## config.mk

```make
export PLATFORM = sky130hd
export DESIGN_NAME = imem_boot_loader_flat
export DESIGN_NICKNAME = d
export VERILOG_FILES = /design/src/rtl/boot_pkg.sv /design/src/rtl/imem_boot_loader_if.sv /design/src/rtl/boot_word_asm.sv /design/src/rtl/imem_boot_loader.sv /design/src/flat_wrapper.sv
export SDC_FILE = /design/constraint.sdc
export NUM_CORES = 1
export LEC_CHECK = 0
export BUFFER_PORTS_ARGS = -buffer_cell sky130_fd_sc_hd__buf_2
export CORE_UTILIZATION = 55
export DETAILED_ROUTE_END_ITERATION = 8
export PLACE_DENSITY = 0.77
export SETUP_SLACK_MARGIN = 0.15
export SLEW_MARGIN = 20
export SYNTH_ARGS = -nofsm -noshare
export SYNTH_HDL_FRONTEND = slang
export SYNTH_SLANG_ARGS = --single-unit
```

## constraint.sdc

```tcl
create_clock -name clk -period 2.81 [get_ports clk]
set_input_delay 0.1405 -clock clk [delete_from_list [all_inputs] [get_ports clk]]
set_output_delay 0.1405 -clock clk [all_outputs]
set_load 0.01 [all_outputs]
```

## src/rtl/boot_pkg.sv

```systemverilog
// Shared types and constants for the instruction-memory boot loader.
package boot_pkg;

    typedef enum logic [2:0] {
        HDR   = 3'd0,
        LOAD  = 3'd1,
        WRITE = 3'd2,
        CSUM  = 3'd3,
        DONE  = 3'd4,
        ERR   = 3'd5
    } state_t;

    localparam int HDR_BYTES  = 4;
    localparam int WORD_BYTES = 4;

    // Width of a counter that must hold the value TIMEOUT; never narrower than 1 bit.
    function automatic int tmo_width(input int unsigned timeout);
        if (timeout == 32'd0) begin
            return 1;
        end else begin
            return $clog2(timeout + 32'd1);
        end
    endfunction

endpackage

```

## src/rtl/imem_boot_loader_if.sv

```systemverilog
// Byte-stream valid/ready link feeding the boot loader.
interface imem_boot_loader_if;
    logic       in_valid;
    logic [7:0] in_data;
    logic       in_ready;

    modport master (output in_valid, output in_data, input in_ready);
    modport slave  (input in_valid, input in_data, output in_ready);
endinterface

```

## src/rtl/boot_word_asm.sv

```systemverilog
// Little-endian byte-to-word assembler, shared by the frame header and payload words.
module boot_word_asm
    import boot_pkg::*;
(
    input  logic        clk,
    input  logic        rst,
    input  logic        clr,
    input  logic        shift,
    input  logic [7:0]  din,
    output logic [31:0] word_next,
    output logic [1:0]  byte_idx,
    output logic        word_ready
);

    localparam logic [1:0] LAST_IDX = 2'(WORD_BYTES - 1);

    logic [31:0] sr_r;
    logic [1:0]  idx_r;

    // Incoming byte lands in the top lane, so after four shifts byte 0 sits in [7:0].
    assign word_next  = {din, sr_r[31:8]};
    assign byte_idx   = idx_r;
    assign word_ready = shift & (idx_r == LAST_IDX);

    // Shift register and byte index; the index wraps 3 -> 0 on its own.
    always_ff @(posedge clk or negedge rst) begin
        if (!rst) begin
            sr_r  <= 32'd0;
            idx_r <= 2'd0;
        end else if (clr) begin
            sr_r  <= 32'd0;
            idx_r <= 2'd0;
        end else if (shift) begin
            sr_r  <= word_next;
            idx_r <= idx_r + 2'd1;
        end else begin
            sr_r  <= sr_r;
            idx_r <= idx_r;
        end
    end

endmodule

```

## src/rtl/imem_boot_loader.sv

```systemverilog
// Receives a length-prefixed, XOR-checked program image and writes it into
// instruction memory, keeping the core in reset until the image is verified.
module imem_boot_loader
    import boot_pkg::*;
#(
    parameter int unsigned DEPTH_WORDS = 1024,
    parameter logic [31:0] BASE_ADDR   = 32'h0000_0000,
    parameter int unsigned TIMEOUT     = 100_000
) (
    input  logic                clk,
    input  logic                rst,
    imem_boot_loader_if.slave   bus,
    input  logic                start,
    output logic                imem_we,
    output logic [31:0]         imem_addr,
    output logic [31:0]         imem_wdata,
    output logic                core_rst_n,
    output logic                done,
    output logic                err,
    output logic [15:0]         words_loaded
);

    localparam int TW = tmo_width(TIMEOUT);
    localparam logic [TW-1:0] TMO_LAST = TW'((TIMEOUT == 32'd0) ? 32'd0 : TIMEOUT - 32'd1);
    localparam logic [31:0]   DEPTH_32 = 32'(DEPTH_WORDS);

    state_t       state_r;
    logic         in_ready_r;
    logic         imem_we_r;
    logic [31:0]  imem_addr_r;
    logic [31:0]  imem_wdata_r;
    logic         core_rst_n_r;
    logic         done_r;
    logic         err_r;
    logic [15:0]  wl_r;
    logic [15:0]  n_r;
    logic [7:0]   acc_r;
    logic [TW-1:0] tmo_r;

    logic         fire_s;
    logic         shift_s;
    logic         clr_s;
    logic         tmo_run_s;
    logic         tmo_hit_s;
    logic [31:0]  word_next_s;
    logic [1:0]   byte_idx_s;
    logic         word_ready_s;

    assign fire_s  = bus.in_valid & in_ready_r;
    assign shift_s = fire_s & ((state_r == HDR) | (state_r == LOAD));
    assign clr_s   = start & ((state_r == DONE) | (state_r == ERR));

    // The idle-gap counter only runs once a frame has actually begun.
    assign tmo_run_s = ((state_r == HDR) & (byte_idx_s != 2'd0)) |
                       (state_r == LOAD) | (state_r == CSUM);
    assign tmo_hit_s = (TIMEOUT != 32'd0) & tmo_run_s & ~fire_s & (tmo_r == TMO_LAST);

    boot_word_asm u_asm (
        .clk        (clk),
        .rst        (rst),
        .clr        (clr_s),
        .shift      (shift_s),
        .din        (bus.in_data),
        .word_next  (word_next_s),
        .byte_idx   (byte_idx_s),
        .word_ready (word_ready_s)
    );

    assign bus.in_ready  = in_ready_r;
    assign imem_we       = imem_we_r;
    assign imem_addr     = imem_addr_r;
    assign imem_wdata    = imem_wdata_r;
    assign core_rst_n    = core_rst_n_r;
    assign done          = done_r;
    assign err           = err_r;
    assign words_loaded  = wl_r;

    // Frame state machine with its counters, checksum and registered outputs.
    always_ff @(posedge clk or negedge rst) begin
        if (!rst) begin
            state_r      <= HDR;
            in_ready_r   <= 1'b0;
            imem_we_r    <= 1'b0;
            imem_addr_r  <= BASE_ADDR;
            imem_wdata_r <= 32'd0;
            core_rst_n_r <= 1'b0;
            done_r       <= 1'b0;
            err_r        <= 1'b0;
            wl_r         <= 16'd0;
            n_r          <= 16'd0;
            acc_r        <= 8'd0;
            tmo_r        <= '0;
        end else begin
            imem_we_r <= 1'b0;
            if (fire_s) begin
                tmo_r <= '0;
            end else if (tmo_run_s) begin
                tmo_r <= tmo_r + TW'(1);
            end else begin
                tmo_r <= tmo_r;
            end

            case (state_r)
                HDR: begin
                    if (shift_s && word_ready_s) begin
                        // Length is range-checked at full width before truncation.
                        if ((word_next_s == 32'd0) || (word_next_s > DEPTH_32)) begin
                            state_r    <= ERR;
                            in_ready_r <= 1'b0;
                            err_r      <= 1'b1;
                        end else begin
                            state_r    <= LOAD;
                            in_ready_r <= 1'b1;
                            n_r        <= word_next_s[15:0];
                        end
                    end else if (tmo_hit_s) begin
                        state_r    <= ERR;
                        in_ready_r <= 1'b0;
                        err_r      <= 1'b1;
                    end else begin
                        in_ready_r <= 1'b1;
                    end
                end
                LOAD: begin
                    if (shift_s) begin
                        acc_r <= acc_r ^ bus.in_data;
                    end else begin
                        acc_r <= acc_r;
                    end
                    if (shift_s && word_ready_s) begin
                        state_r      <= WRITE;
                        in_ready_r   <= 1'b0;
                        imem_we_r    <= 1'b1;
                        imem_wdata_r <= word_next_s;
                        imem_addr_r  <= BASE_ADDR + {14'd0, wl_r, 2'b00};
                    end else if (tmo_hit_s) begin
                        state_r    <= ERR;
                        in_ready_r <= 1'b0;
                        err_r      <= 1'b1;
                    end else begin
                        in_ready_r <= 1'b1;
                    end
                end
                WRITE: begin
                    wl_r       <= wl_r + 16'd1;
                    in_ready_r <= 1'b1;
                    if ((wl_r + 16'd1) == n_r) begin
                        state_r <= CSUM;
                    end else begin
                        state_r <= LOAD;
                    end
                end
                CSUM: begin
                    if (fire_s) begin
                        in_ready_r <= 1'b0;
                        if (bus.in_data == acc_r) begin
                            state_r      <= DONE;
                            done_r       <= 1'b1;
                            core_rst_n_r <= 1'b1;
                        end else begin
                            state_r <= ERR;
                            err_r   <= 1'b1;
                        end
                    end else if (tmo_hit_s) begin
                        state_r    <= ERR;
                        in_ready_r <= 1'b0;
                        err_r      <= 1'b1;
                    end else begin
                        in_ready_r <= 1'b1;
                    end
                end
                DONE, ERR: begin
                    // Previously written words are deliberately left in memory.
                    if (start) begin
                        state_r      <= HDR;
                        in_ready_r   <= 1'b1;
                        done_r       <= 1'b0;
                        err_r        <= 1'b0;
                        core_rst_n_r <= 1'b0;
                        wl_r         <= 16'd0;
                        acc_r        <= 8'd0;
                        tmo_r        <= '0;
                    end else begin
                        in_ready_r <= 1'b0;
                    end
                end
                default: begin
                    state_r      <= HDR;
                    in_ready_r   <= 1'b1;
                    done_r       <= 1'b0;
                    err_r        <= 1'b0;
                    core_rst_n_r <= 1'b0;
                end
            endcase
        end
    end

endmodule

```

## src/flat_wrapper.sv

```systemverilog
// flat-port wrapper written by rule: the top's interface ports become plain ports
module imem_boot_loader_flat import boot_pkg::*;
#(
    parameter int unsigned DEPTH_WORDS = 1024,
    parameter logic [31:0] BASE_ADDR   = 32'h0000_0000,
    parameter int unsigned TIMEOUT     = 100_000
)
  (clk, rst, start, imem_we, imem_addr, imem_wdata, core_rst_n, done, err, words_loaded, bus_in_valid, bus_in_data, bus_in_ready);
  imem_boot_loader_if bus_i ();
  input  logic clk;
  input  logic rst;
  input  logic start;
  output logic imem_we;
  output logic [31:0] imem_addr;
  output logic [31:0] imem_wdata;
  output logic core_rst_n;
  output logic done;
  output logic err;
  output logic [15:0] words_loaded;
  input wire logic [$bits(bus_i.in_valid)-1:0] bus_in_valid;
  input wire logic [$bits(bus_i.in_data)-1:0] bus_in_data;
  output wire logic [$bits(bus_i.in_ready)-1:0] bus_in_ready;
  assign bus_i.in_valid = bus_in_valid;
  assign bus_i.in_data = bus_in_data;
  assign bus_in_ready = bus_i.in_ready;
  imem_boot_loader #(.DEPTH_WORDS(DEPTH_WORDS), .BASE_ADDR(BASE_ADDR), .TIMEOUT(TIMEOUT)) u_core (.clk(clk), .rst(rst), .bus(bus_i), .start(start), .imem_we(imem_we), .imem_addr(imem_addr), .imem_wdata(imem_wdata), .core_rst_n(core_rst_n), .done(done), .err(err), .words_loaded(words_loaded));
endmodule
```

==> results of run 1 <==
## critical path, delay by kind of cell (launching register included)
kind / cells / cell delay [ns]
and+or+nand+nor: 3 / 1.23
DFF: 1 / 0.54
AOI/OAI and AO/OA: 2 / 0.31
buffers and inverters: 1 / 0.29
## registers in the layout (all words and copies together), names as in the netlist, 3 cells and up
signal	count
u_core.acc_r	8
u_core.imem_addr	16
u_core.words_loaded	16
u_core.u_asm.sr_r	24
u_core.tmo_r	17
u_core.imem_wdata	32
u_core.n_r	16
u_core.state_r	3
## cell type report
type / instances / area, sq um / share of cell area [%]
clock buffer: 17 / 425 / 5.53
clock inverter: 15 / 181 / 2.36
sequential: 138 / 3450 / 44.9
timing repair buffer: 91 / 507 / 6.59
tap: 143 / 179 / 2.33
inverter: 5 / 18.8 / 0.244
multi-input combinational: 451 / 2920 / 38.0
## where the power goes
group | switching (mW) | leakage (nW) | internal (mW)
registers | 0.739 | 1.81 | 2.64
clock network | 0.940 | 0.299 | 1.34
logic | 1.21 | 1.52 | 1.06
total | 2.88 | 3.63 | 5.05
## Yosys cell counts (all sizes together) (7+ instances only)
master / instances
a21oi: 51
nand4: 16
nand2: 73
buf: 33
and3: 7
a22o: 8
dfrtp: 138
and2: 11
nor3: 12
o21ai: 29
o31ai: 8
clkbuf: 22
nand3: 15
mux2: 58
xnor2: 24
nor2: 42
nor4: 10
xor2: 21
## layer usage
metal | wire length [microns] | GRT usage, %
met5 | 0 | 0
met4 | 233 | 9.46
met3 | 665 | 5.12
met2 | 6930 | 39.6
met1 | 6540 | 33.9
## path summary, 6_finish.rpt
kind | start | to | depth (start not counted)
max in group asynchronous | rst | u_core.imem_addr[9] | 3
setup reg to reg | u_core.state_r[2] | u_core.acc_r[3] | 6
hold / removal | bus_in_data[5] | u_core.u_asm.sr_r[29] | 3
min in group asynchronous | rst | u_core.n_r[12] | 2
setup / recovery | u_core.state_r[2] | u_core.acc_r[3] | 6
hold reg to reg | u_core.acc_r[6] | u_core.acc_r[6] | 1
## cells by family (layout without fill, tap and decap cells)
logic type	count (synthesis)	after routing	synth area share [%]
buffers and inverters	60	128	4.92
DFF	138	138	52.0
and+or+nand+nor	213	213	16.1
other	1	16	0.0565
muxes	58	58	9.89
xor gates and xnor gates	45	45	5.93
AOI/OAI and AO/OA	114	114	10.2
adders and majority gates	5	5	0.904
## stage by stage
| stage | power [mW] | hold WS [ns] | cells | setup WS (ns) | cell area (sq um) |
|---|---|---|---|---|---|
| final | 7.93 | 0.0203 | 860 | 0.318 | 7690 |
| after global routing | 8.41 | 0.0223 | 860 | 0.177 | 7690 |
| after CTS | 7.95 | 0.0129 | 860 | 0.389 | 7690 |
| after detailed placement | 5.65 | 0.0931 | 826 | 0.441 | 7060 |
| after global placement | 5.52 | 0.0895 | 826 | 0.609 | 7060 |
| after floorplan | 4.81 | -0.155 | 649 | 0.840 | 6700 |
==> flow_summary.json, run 1 <==
{
  "crit_chain": "and4bb_2 > buf_4 > and2_1 > nor2_1 > a21oi_1 > a21oi_1",
  "die_y_microns": 112,
  "synth_flop_cell": "dfrtp_1",
  "cp.required_ns": 3.11,
  "violations": "design-rule violations",
  "nets": 720,
  "cts_buffer_depth": 2,
  "start_kind": "register",
  "hold_viol_final": 0,
  "synth_area_sq_um": 6640,
  "pin_count": 97,
  "rows": 39,
  "rsz0062_at_grt": "false",
  "first_global_vias": 4879,
  "diodes": 0,
  "grt_antenna_before_repair": 0,
  "outcome": "finished with violations",
  "critPathKind": "register to register",
  "cts_tree": "done",
  "path_clk_slew_ns": 0.06,
  "max_stage_delay_ns": 0.55,
  "fin_crit_sh_pct": 88.7,
  "final_cell_mix": "dfrtp_1 (138), buf_2 (79), nand2_1 (73), mux2_2 (57), a21oi_1 (51)",
  "relSlewSlack_pct": 31.7,
  "endpoint_kind": "register",
  "grt_pass1_wl_mm": 24.5,
  "grt_use_total_pct": 24.9,
  "synth_edf_count": 0,
  "initialDrtViolationCount": 407,
  "numCtsBuffers": 17,
  "area_growth_pct": 15.7,
  "vias": 5066,
  "hold_class": "input pin to register",
  "die_area_sq_um": 12500,
  "r2r_slack_ns": 0.32,
  "ys_seq_area_share_pct": 52.0,
  "ctsHoldBuffers": 2,
  "clk_latency_ns": 0.43,
  "worst_clock_skew_ns": 0.00684,
  "core-area_sq_um": 11600,
  "yosysWarnings": 0,
  "synth_async_sr_flop_share_pct": 100,
  "drive_above_1_share_pct": 26.4,
  "routedWlPerCell_microns": 16.7,
  "wl_mm": 14.4,
  "mostFrequentLayoutCell": "dfrtp_1",
  "fin_util_pct": 66.2,
  "viasPerCell": 5.89,
  "drtPass1Iterations": 7,
  "post_cts_buffers": 0,
  "crit_slowest_cell": "and2_1",
  "cts_htree_levels": 4,
  "fin_crit_ns": 2.49,
  "avgSynthCellArea_sq_um": 10.5,
  "drc_errors": 8,
  "synth_cells": 634,
  "cts.sinks": 138,
  "hpwl_mm": 9.77,
  "start_util_pct": 57.2,
  "tightest_slew_ns": 1.02,
  "io_buffers": 80,
  "p_leak_nw": 3.63,
  "vdd_ir_drop_max_uv": 567,
  "synth_top_area_share_pct": 52.0,
  "grt_max_degree": 64,
  "synth.distinct_cells": 52,
  "fin_tns_setup_ns": 0,
  "die_x_microns": 112,
  "cp_data_arrival_time_ns": 2.79,
  "antenna_left": 0,
  "grt_overflow": 0,
  "setup_viol": 0,
  "ctsResizeCount": 0,
  "slew_viol_final": 0,
  "gp_congestion": 0.876,
  "cap_violations": 0,
  "cp_common_cell": "a21oi_1",
  "yosysTopAreaCell": "dfrtp_1",
  "cts_root_buf": "clkbuf_16",
  "max_freq_ghz": 0.401,
  "power_density_nw_per_um2": 1030,
  "ys_top_cells_by_area": "dfrtp_1 (52%), mux2_2 (9.7%), nand2_1 (4.1%)",
  "n_fill_cell": 914,
  "ys_ff_latch": 138,
  "crit_fanout": 27
}
Power figures use the tool's default switching activity.
==> inputs of run 2 (changes only) <==
--- a/config.mk
+++ b/config.mk
@@ -6,9 +6,11 @@
 export NUM_CORES = 1
 export LEC_CHECK = 0
 export BUFFER_PORTS_ARGS = -buffer_cell sky130_fd_sc_hd__buf_2
-export CORE_UTILIZATION = 55
+export CELL_PAD_IN_SITES_DETAIL_PLACEMENT = 1
+export CELL_PAD_IN_SITES_GLOBAL_PLACEMENT = 2
+export CORE_UTILIZATION = 33
 export DETAILED_ROUTE_END_ITERATION = 8
-export PLACE_DENSITY = 0.77
+export PLACE_DENSITY_LB_ADDON = 0.1
 export SETUP_SLACK_MARGIN = 0.15
 export SLEW_MARGIN = 20
 export SYNTH_ARGS = -nofsm -noshare
==> constraint.sdc (replaced) <==
create_clock -name clk -period 2.1 [get_ports clk]
set_input_delay 0.105 -clock clk [delete_from_list [all_inputs] [get_ports clk]]
set_output_delay 0.105 -clock clk [all_outputs]
set_load 0.01 [all_outputs]
==> flow_summary.json, run 2 (same netlist as run 1, synthesis figures left out) <==
{
  "outcome": "finished, final reports clean",
  "nets": 777,
  "area_growth_pct": 27.0,
  "drc_errors": 0,
  "max_freq_ghz": 0.501,
  "die_x_microns": 144,
  "power_density_nw_per_um2": 1330,
  "vias": 5178,
  "cts_htree_levels": 4,
  "cts_root_buf": "clkbuf_16",
  "io_buffers": 80,
  "fin_cells": 1039,
  "cap_violations": 0,
  "worst_clock_skew_ns": 0.0123,
  "crit_fanout": 19,
  "die_area_sq_um": 20700,
  "grt_max_degree": 50,
  "max_stage_delay_ns": 0.46,
  "drive_above_1_share_pct": 34.8,
  "die_y_microns": 144,
  "grt_overflow": 0,
  "wl_mm": 18.3,
  "start_util_pct": 33.9,
  "hold_viol_final": 0,
  "mostFrequentLayoutCell": "dfrtp_1",
  "hold_class": "input pin to register",
  "start_kind": "register",
  "viasPerCell": 4.98,
  "antenna_left": 0,
  "cts_buffer_depth": 2,
  "fin_crit_sh_pct": 95.1,
  "core-area_sq_um": 19600,
  "vdd_ir_drop_max_uv": 609,
  "path_clk_slew_ns": 0.06,
  "routedWlPerCell_microns": 17.6,
  "largest_reg_flops": 32,
  "endpoint_kind": "register",
  "slew_viol_final": 0,
  "placement.setup.worst_slack_ns": -0.112,
  "setup_viol": 0,
  "first_global_vias": 5385,
  "place_inst": 1001,
  "final_cell_mix": "dfrtp_1 (133), buf_2 (79), nand2_1 (72), buf_4 (59), mux2_2 (57)",
  "drtPass1Iterations": 4,
  "crit_slowest_cell": "dfrtp_2",
  "clk_latency_ns": 0.42,
  "tightest_slew_ns": 0.635,
  "hpwl_mm": 13.0,
  "grt_pass1_wl_mm": 29.7,
  "p_leak_nw": 3.95,
  "crit_chain": "nor4_4 > nand4_1 > nor4b_4 > nand3b_1 > buf_6 > mux2_4",
  "cp_data_arrival_time_ns": 2.31,
  "setup_ws_ns": 0.102,
  "initialDrtViolationCount": 236,
  "cts.sinks": 138,
  "cts_tree": "done",
  "cp.required_ns": 2.41,
  "critPathKind": "register to register",
  "grt_use_total_pct": 19.0,
  "diodes": 0,
  "rsz0062_at_grt": "true",
  "pin_count": 97,
  "numCtsBuffers": 17,
  "grt_antenna_before_repair": 0,
  "relSlewSlack_pct": 57.6,
  "fin_crit_ns": 2.00,
  "rows": 51,
  "gp_congestion": 0.829
}
-- run 2: repair_timing --
item	4_1_cts	5_1_grt
hold buffers	3	0
cloned	0	0
pin swaps	4	11
endpoints found under the hold margin	49	0
setup endpoints to repair	39	36
gates resized for setup	22	14
buffers inserted	1	2
-- run 2: per-stage QoR --
stage | hold WS (ns) | util (%) | TNS [ns] | total power, mW | cell area [sq um]
detailed placement | 0.0973 | 39.1 | -0.963 | 8.22 | 7650
global route | 0.0210 | 43.1 | -0.0475 | 12.1 | 8440
CTS | 0.000460 | 42.7 | 0 | 11.3 | 8370
floorplan | -0.191 | - | 0 | 6.44 | 6700
global placement | 0.0959 | 39.1 | -0.567 | 8.08 | 7650
finish | 0.0104 | 43.1 | 0 | 11.3 | 8440
-- run 2: path summary, 6_finish.rpt --
path | slack, ns | cells after the start | startpoint | to
worst max-delay path | 0.10 | 6 | u_core.u_asm.sr_r[19] | u_core.n_r[9]
worst min-delay path | 0.01 | 2 | bus_in_data[2] | u_core.imem_wdata[26]
worst max register to register | 0.10 | 6 | u_core.u_asm.sr_r[19] | u_core.n_r[9]
worst min register to register | 0.49 | 1 | u_core.acc_r[3] | u_core.acc_r[3]
max in group asynchronous | 1.07 | 4 | rst | u_core.u_asm.sr_r[19]
min in group asynchronous | 0.21 | 2 | rst | u_core.words_loaded[3]
-- run 2: layout make-up --
cell class	count	area, sq um
fill	2181	11200
clock inverter	14	134
sequential	138	3460
clock buffer	18	439
tap	265	332
timing repair buffer	148	982
inverter	5	18.8
multi-input combinational	451	3070
-- run 2: layer usage --
| layer | part of all wire (%) | track usage [%] |
|---|---|---|
| met4 | 1.6 | 6.55 |
| met5 | 0 | 0 |
| met2 | 49 | 31.0 |
| met1 | 47 | 25.4 |
| met3 | 2.5 | 3.27 |
-- run 2: critical path: cells and delay by family (launching register included) --
kind                   cells  cell delay, ns
multiplexers               1            0.30
flip-flops                 1            0.46
AND/OR/NAND/NOR            4            0.94
buffers and inverters      1            0.19
-- run 2: where the power goes --
group	total (mW)	internal (mW)	leakage, nW	switching (mW)
Combinational	4.06	1.90	1.87	2.16
Clock	2.94	1.68	0.278	1.26
Sequential	4.26	3.55	1.80	0.713
Total	11.3	7.13	3.95	4.13
